`src/rtl/multipump_sched_pkg.sv`:
```
// multipump_sched_pkg: shared types and helpers for the multipump scheduler.
package multipump_sched_pkg;
    localparam int ID_W = 8;
    typedef logic [ID_W-1:0] id_t;
    typedef struct packed {
        logic v;
        id_t  id;
    } lane_tag_t;
    typedef enum logic {
        LANE_AB = 1'b0,
        LANE_CD = 1'b1
    } lane_e;
    function automatic int id_width(input int n);
        return (n > 1) ? $clog2(n) : 1;
    endfunction
endpackage

```
`src/rtl/multipump_scheduler_rr_pick2.sv`:
```
// rr_pick2: combinational round-robin picker returning the first two valid requesters from ptr.
module rr_pick2
    import multipump_sched_pkg::*;
#(
    parameter int NREQ = 4,
    parameter int PW   = id_width(NREQ)
) (
    input  logic [NREQ-1:0] i_valid,
    input  logic [PW-1:0]   i_ptr,
    output logic [NREQ-1:0] o_w0,
    output logic [NREQ-1:0] o_w1,
    output logic            o_f0,
    output logic            o_f1
);
    always_comb begin
        logic f0, f1;
        f0 = 1'b0;
        f1 = 1'b0;
        o_w0 = '0;
        o_w1 = '0;
        // Walk distances from ptr so the scan wraps naturally past NREQ-1.
        for (int k = 0; k < NREQ; k++)
            for (int i = 0; i < NREQ; i++)
                if (i_valid[i] && ((i + NREQ - int'(i_ptr)) % NREQ) == k) begin
                    if (!f0) begin
                        o_w0[i] = 1'b1;
                        f0 = 1'b1;
                    end else if (!f1) begin
                        o_w1[i] = 1'b1;
                        f1 = 1'b1;
                    end
                end
        o_f0 = f0;
        o_f1 = f1;
    end
endmodule

```
`src/rtl/multipump_scheduler.sv`:
```
// multipump_scheduler: grants up to two requesters per cycle onto a double-pumped multiplier
// and routes each product back to its issuer after the multiplier latency.
module multipump_scheduler
    import multipump_sched_pkg::*;
#(
    parameter int NREQ    = 4,
    parameter int SIZE    = 32,
    parameter int LATENCY = 1
) (
    input  logic                     clk,
    input  logic                     reset,
    input  logic [NREQ-1:0]          req_valid,
    input  logic [NREQ*SIZE-1:0]     req_a,
    input  logic [NREQ*SIZE-1:0]     req_b,
    output logic [NREQ-1:0]          req_ready,
    output logic [SIZE-1:0]          mp_inA,
    output logic [SIZE-1:0]          mp_inB,
    output logic [SIZE-1:0]          mp_inC,
    output logic [SIZE-1:0]          mp_inD,
    input  logic [2*SIZE-1:0]        mp_outAxB,
    input  logic [2*SIZE-1:0]        mp_outCxD,
    output logic [NREQ-1:0]          rsp_valid,
    output logic [NREQ*2*SIZE-1:0]   rsp_data
);
    localparam int PW = id_width(NREQ);
    localparam int RW = 2 * SIZE;

    logic [PW-1:0]   r_ptr, w_i0, w_i1, w_ptr_nxt;
    logic [NREQ-1:0] w_w0, w_w1, w_hit_ab, w_hit_cd, r_rsp_valid;
    logic            w_f0, w_f1;
    logic [SIZE-1:0] w_a0, w_b0, w_a1, w_b1, r_mp_a, r_mp_b, r_mp_c, r_mp_d;
    logic [NREQ*RW-1:0] r_rsp_data;
    lane_tag_t [LATENCY:0][1:0] r_tag;

    rr_pick2 #(.NREQ(NREQ), .PW(PW)) u_pick (
        .i_valid (req_valid),
        .i_ptr   (r_ptr),
        .o_w0    (w_w0),
        .o_w1    (w_w1),
        .o_f0    (w_f0),
        .o_f1    (w_f1)
    );

    function automatic logic [PW-1:0] wrap_inc(input logic [PW-1:0] x);
        return (x == PW'(NREQ - 1)) ? '0 : x + 1'b1;
    endfunction

    always_comb begin
        w_i0 = '0;
        w_i1 = '0;
        w_a0 = '0;
        w_b0 = '0;
        w_a1 = '0;
        w_b1 = '0;
        for (int i = 0; i < NREQ; i++) begin
            if (w_w0[i]) begin
                w_i0 = PW'(i);
                w_a0 = req_a[i*SIZE +: SIZE];
                w_b0 = req_b[i*SIZE +: SIZE];
            end
            if (w_w1[i]) begin
                w_i1 = PW'(i);
                w_a1 = req_a[i*SIZE +: SIZE];
                w_b1 = req_b[i*SIZE +: SIZE];
            end
        end
    end

    always_comb begin
        w_hit_ab = '0;
        w_hit_cd = '0;
        for (int i = 0; i < NREQ; i++) begin
            w_hit_ab[i] = r_tag[LATENCY][LANE_AB].v && r_tag[LATENCY][LANE_AB].id == id_t'(i);
            w_hit_cd[i] = r_tag[LATENCY][LANE_CD].v && r_tag[LATENCY][LANE_CD].id == id_t'(i);
        end
    end

    assign w_ptr_nxt = w_f1 ? wrap_inc(w_i1) : w_f0 ? wrap_inc(w_i0) : r_ptr;
    assign req_ready = reset ? '0 : (w_w0 | w_w1);
    assign mp_inA    = r_mp_a;
    assign mp_inB    = r_mp_b;
    assign mp_inC    = r_mp_c;
    assign mp_inD    = r_mp_d;
    assign rsp_valid = r_rsp_valid;
    assign rsp_data  = r_rsp_data;

    always_ff @(posedge clk or posedge reset) begin
        if (reset) begin
            r_ptr       <= '0;
            r_mp_a      <= '0;
            r_mp_b      <= '0;
            r_mp_c      <= '0;
            r_mp_d      <= '0;
            r_tag       <= '0;
            r_rsp_valid <= '0;
            r_rsp_data  <= '0;
        end else begin
            r_ptr  <= w_ptr_nxt;
            r_mp_a <= w_a0;
            r_mp_b <= w_b0;
            r_mp_c <= w_a1;
            r_mp_d <= w_b1;
            r_tag[0][LANE_AB] <= '{v: w_f0, id: id_t'(w_i0)};
            r_tag[0][LANE_CD] <= '{v: w_f1, id: id_t'(w_i1)};
            for (int k = 1; k <= LATENCY; k++)
                r_tag[k] <= r_tag[k-1];
            // Lanes never carry the same id, so at most one write per requester.
            for (int i = 0; i < NREQ; i++) begin
                r_rsp_valid[i] <= w_hit_ab[i] | w_hit_cd[i];
                if (w_hit_ab[i])
                    r_rsp_data[i*RW +: RW] <= mp_outAxB;
                else if (w_hit_cd[i])
                    r_rsp_data[i*RW +: RW] <= mp_outCxD;
            end
        end
    end
endmodule

```
`config.mk`:
```
export PLATFORM = sky130hd
export DESIGN_NAME = multipump_scheduler
export DESIGN_NICKNAME = d
export VERILOG_FILES = /design/src/rtl/multipump_sched_pkg.sv /design/src/rtl/multipump_scheduler_rr_pick2.sv /design/src/rtl/multipump_scheduler.sv
export SDC_FILE = /design/constraint.sdc
export NUM_CORES = 1
export LEC_CHECK = 0
export ABC_AREA = 1
export CAP_MARGIN = 10
export CORE_AREA = 2 2 300 302
export DETAILED_ROUTE_END_ITERATION = 10
export DIE_AREA = 0 0 302 304
export PLACE_DENSITY_LB_ADDON = 0.08
export SLEW_MARGIN = 40
export SYNTH_ARGS = -nofsm -noshare
export SYNTH_HDL_FRONTEND = slang
export SYNTH_SLANG_ARGS = --single-unit
```
`constraint.sdc`:
```
create_clock -name clk -period 27.1 [get_ports clk]
set_input_delay 5.42 -clock clk [delete_from_list [all_inputs] [get_ports clk]]
set_output_delay 5.42 -clock clk [all_outputs]
set_load 0.01 [all_outputs]
```
# After elaboration in Yosys (flattened, before gate mapping)
# Index checks and enable logic that the tools add are counted.
totals:
  reg_bits: 402
  latch_bits: 0
  ram_bits: 0
  mem_bits_ro: 0
  memories: 0
op_classes:
  addsub: 6
  multipliers: 0
  div_mod_pow: 0
  order_cmp: 0
  n_eq_ne: 20
  shift: 0
  n_mux: 153
  bitwise_logic: 9
  reduce_logical: 39
ops:
  columns: ["cell", "count"]
  rows:
  - ["$mux W32", 16]
  - ["$mux W64", 8]
  - ["$logic_not A32 Y1", 4]
  - ["$mux W1", 120]
  - ["$eq A3 B3 Y1 const B", 8]
  - ["$logic_and A1 B1 Y1", 24]
  - ["$logic_not A8 Y1", 2]
  - ["$mux W2", 8]
  - ["$sub A3 B2 Y4 const A", 4]
  - ["$eq A2 B2 Y1 const B", 6]
  - ["$eq A3 B2 Y1 const B", 4]
  - ["$reduce_bool A2 Y1", 5]
  - ["$reduce_or A2 Y1", 4]
  - ["$add A2 B1 Y2 const B", 2]
  - ["$and A1 B1 Y1", 4]
  - ["$eq A2 B1 Y1 const B", 2]
  - ["$mux W4", 1]
  - ["$or A1 B1 Y1", 4]
  - ["$or A4 B4 Y4", 1]

# Logic depth before layout (Yosys ltp)
logic_depth:
  depth_word: 41
  mapped_depth: 25
  depth_no_buf: 22

# Hierarchy
# Synthesis repeated with hierarchy kept, for this count alone.
hier_totals:
  hier_cells: 3380
  area_unflattened_um2: 23049.6
by_module_without_submodules:
  columns: ["module", "instances", "cells_each", "area_per_inst_um2"]
  rows:
  - ["multipump_scheduler", 1, 3255, 22365.2]
  - ["rr_pick2", 1, 125, 684.4]

# Worst setup path before layout
# No wires, ideal clock.
synth_timing:
  path_kind: "input-to-output"
  from: "input port reset"
  to: "output port req_ready[1]"
  arrival_ps: 14826
  required_time_ps: 21680
  slack_ps: 6854
  stages: 3
  path_cell_list: "inv_1 -> o21ai_0 -> inv_1"
synth_between:
  elab_chain_len: 1
synth_lines:
  columns: ["element", "line", "rtl"]
  rows:
  - ["start, declared", "multipump_scheduler.sv:11", "input logic reset,"]
  - ["$mux W4", "multipump_scheduler.sv:79", "assign req_ready = reset ? '0 : (w_w0 | w_w1);"]
  - ["end, declared", "multipump_scheduler.sv:15", "output logic [NREQ-1:0] req_ready,"]
# No other way between the ends.

# Worst setup path in the final report
layout_timing:
  from: "input port req_valid[0]"
  to: "output port req_ready[3]"
layout_between:
  elab_chain_len: 35
  word_cells_on_any_way: 69
  cone_classes: "mux (64); bitwise (1); reduce/logical (4)"
layout_lines:
  columns: ["element", "line", "rtl"]
  rows:
  - ["start, declared", "multipump_scheduler.sv:12", "input logic [NREQ-1:0] req_valid,"]
  - ["$logic_and A1 B1 Y1", "multipump_scheduler_rr_pick2.sv:24", "if (i_valid[i] && ((i + NREQ - int'(i_ptr)) % NREQ) == k) begin"]
  - ["$mux W1", "multipump_scheduler_rr_pick2.sv:24", null]
  - ["$mux W1", "multipump_scheduler_rr_pick2.sv:25", "if (!f0) begin"]
  - ["$mux W1", "multipump_scheduler_rr_pick2.sv:24", null]
  - ["$mux W1", "multipump_scheduler_rr_pick2.sv:25", null]
  - ["$mux W1", "multipump_scheduler_rr_pick2.sv:24", null]
  - ["$mux W1", "multipump_scheduler_rr_pick2.sv:25", null]
  - ["$mux W1", "multipump_scheduler_rr_pick2.sv:24", null]
  - ["(+19 left out)", null, null]
  - ["$mux W1", "multipump_scheduler_rr_pick2.sv:24", null]
  - ["$mux W1", "multipump_scheduler_rr_pick2.sv:25", null]
  - ["$mux W1", "multipump_scheduler_rr_pick2.sv:24", null]
  - ["$mux W1", "multipump_scheduler_rr_pick2.sv:28", "end else if (!f1) begin"]
  - ["$mux W1", "multipump_scheduler_rr_pick2.sv:25", null]
  - ["$mux W1", "multipump_scheduler_rr_pick2.sv:24", null]
  - ["$or A4 B4 Y4 (*)", "multipump_scheduler.sv:79", null]
  - ["$mux W4 (*)", "multipump_scheduler.sv:79", null]
# Mark *: on every way between the ends. The rest lies on a longest branch, timed or not.

==> results.cfg <==
[synth]
synth_area_um2 = 21200
synth_area_leaders = dfrtp_1 47%, nand2_1 21%, o21ai_0 12%
synthCells = 2908
synth.yosys.seq_area_share_pct = 47.4
synth_warnings = 0
ys_ff_latch = 402
yosysTopAreaCell = dfrtp_1
postSynthAreaPerCell_um2 = 7.30
synth_top_area_share_pct = 47.4
ys_types = 35
syn-num-nets = 3301

[worst_setup_path]
worstPathMaxFanout = 15
critPathKind = input port to output port
endpoint_kind = output port
r2r_cells = 19
required_ps = 21680
cp.arrival_ps = 9320
start_kind = input port

[detailed_routing]
dr.pass1.iters = 8
antenna_left = 0
drt-total-wl_um = 108000
routedWlPerCell_um = 22.5
routed-via-count = 22400
drt_iter0_drc = 1441
via_per_inst = 4.67
post-route-drc-count = 0

[cts]
cts_tree = built
clk_pin_slew_ps = 50
post-cts-setup-buffers = 0
clock_path_buffers = 3
clk_latency_ps = 630
post_cts_resized = 0
root_buffer = clkbuf_16
cts_hold_buf = 0
clock_sinks = 402
cts_buffers = 54
htreeDepth = 2

[timing]
rsz0062_at_grt = no
skew_ps = 15.8
slew_viol_final = 0
setup_viol = 0
slew_headroom_pct = 44.5
fmax_mhz = 67.8
finalCritPeriodShare_pct = 54.4
finalSetupTns_ps = 0
worstMarginPinSlew_ps = 832
min_period_ps = 14740
hold_viol_final = 0

[pwr]
p_leak_uw = 0.0146
p_per_area_nw_per_um2 = 142
vdd_drop_max_mv = 0.0739

[min_path]
hold_depth = 0
hold_path.class = register to register

[global_routing]
grt-ovfl-total = 0
grt_max_degree = 115
grt_pass1_vias = 21800
grt_antenna_before_repair = 34
grt_pass1_wl_um = 156000
grt_use_total_pct = 22.8

[floorplanning]
core_um2 = 89000
start_util_pct = 23.8
fp.dieH_um = 304
dieArea_um2 = 91800
fp.dieW_um = 302
num_io_pins = 782
rows = 110

[cells_and_area]
final_cell_mix = 1,198 x nand2_1, 781 x clkdlybuf4s50_1, 498 x o21ai_0, 402 x dfrtp_1, 135 x nand3_1
drive_above_1_share_pct = 4.79
final_common_cell = nand2_1
area_growth_pct = 49.8
final_area_um2 = 31800
nNetsFinal = 3960

[placed_design]
dpl_cell_area_um2 = 29900
place_congestion = 0.821
dpl.hpwl_um = 72800
port_buffers = 781

[flow_run]
maxCapViolCount = 0

[run_status]
status = complete, no violations
==> worst paths after layout <==
check / to / startpoint / slack [ps]
max reg2reg: mp_inA[31]$_DFF_PP0_ / r_ptr[1]$_DFFE_PP0P_ / 22380
min in group asynchronous: mp_inC[15]$_DFF_PP0_ / reset / 5230
max in group asynchronous: rsp_data[133]$_DFFE_PP0P_ / reset / 19560
min: r_tag[28]$_DFF_PP0_ / r_tag[10]$_DFF_PP0_ / 340
max: req_ready[3] / req_valid[0] / 12360
min reg2reg: r_tag[28]$_DFF_PP0_ / r_tag[10]$_DFF_PP0_ / 340
==> worst max-delay path, cell delays in order <==
cell and delay (ps):
clkdlybuf4s50_1 440, inv_1 120, nor2_1 70, inv_1 100, ha_1 250, nand4_1 160
nand2_1 160, nand2_1 90, nor2_2 170, nand3_2 130, nor2_4 160, nand3_2 110
nor2_2 150, nand3_2 130, nor2_2 150, nand2_2 110, o21bai_4 460, inv_2 80
nand2_1 150, nand2_1 80, inv_1 80, clkdlybuf4s50_1 530
==> report_power, final <==
part	total, µW	leakage (µW)	switching, µW	internal, µW
Combinational	2700	0.00890	1670	1030
Clock	736	0.000897	305	431
Sequential	1080	0.00480	152	928
Total	4520	0.0146	2120	2390
==> metal layers <==
| metal | global-route usage, % | routed length, µm |
|---|---|---|
| met1 | 28.6 | 44500 |
| met2 | 36.2 | 49200 |
| met3 | 8.05 | 10300 |
| met4 | 7.55 | 3600 |
| met5 | 0 | 210 |
==> sequential cells by signal, indices dropped and copies added (netlist names) <==
signal	flops
mp_inA	32
rsp_valid	4
mp_inC	32
r_tag	12
r_ptr	2
mp_inB	32
rsp_data	256
mp_inD	32
==> metrics by stage <==
| stage | hold WS [ps] | worst slack [ps] | instances | util, % | total power (µW) |
|---|---|---|---|---|---|
| after CTS | 337 | 12270 | 4784 | 35.6 | 4580 |
| final | 342 | 12360 | 4801 | 35.7 | 4520 |
| after detailed placement | 336 | 12280 | 4686 | 33.6 | 3810 |
| after global routing | 339 | 11880 | 4794 | 35.7 | 4890 |
| after floorplan | 331 | 6850 | 2908 | - | 2540 |
| after global placement | 337 | 12300 | 4685 | 33.5 | 3800 |
==> cell usage after synthesis <==
cell type  count
o21ai_0      498
nor3_1         4
nand2_1     1198
o31ai_1        1
nand4_2        2
buf_6         12
nand4_1        3
a21boi_0      34
inv_4          1
o21ai_1        2
and3_1        64
nand3_4        1
buf_2         24
nand3_1      140
dfrtp_1      402
nor2_1        90
clkbuf_1     146
nor2_4         4
a21oi_1       71
o21bai_4       1
o22ai_1        2
buf_4         26
inv_2         12
inv_1        105
ha_1           3
buf_1          2
nor2_2         4
nand3_2        5
a21boi_1      30
nand2_2        6
o2111ai_1      1
clkinv_1       1
o21bai_2       1
a31oi_1        3
o311ai_0       9
==> layout make-up <==
type / count / area (µm²)
repair buffers: 813 / 8170
diodes: 16 / 40.0
fillers: 9490 / 57300
clock inverters: 22 / 238
well taps: 1176 / 1470
inverters: 119 / 463
multi-input cells: 2177 / 9790
flip-flops and latches: 402 / 10100
clock buffers: 76 / 1570
==> cell families after synthesis <==
| logic type | synth area share [%] |
|---|---|
| adders and majority gates | 0.177 |
| AOI/OAI and AO/OA | 16.5 |
| DFF | 47.4 |
| buffers and inverters | 6.86 |
| and+or+nand+nor | 29.1 |
Power figures use the tool's default switching activity.
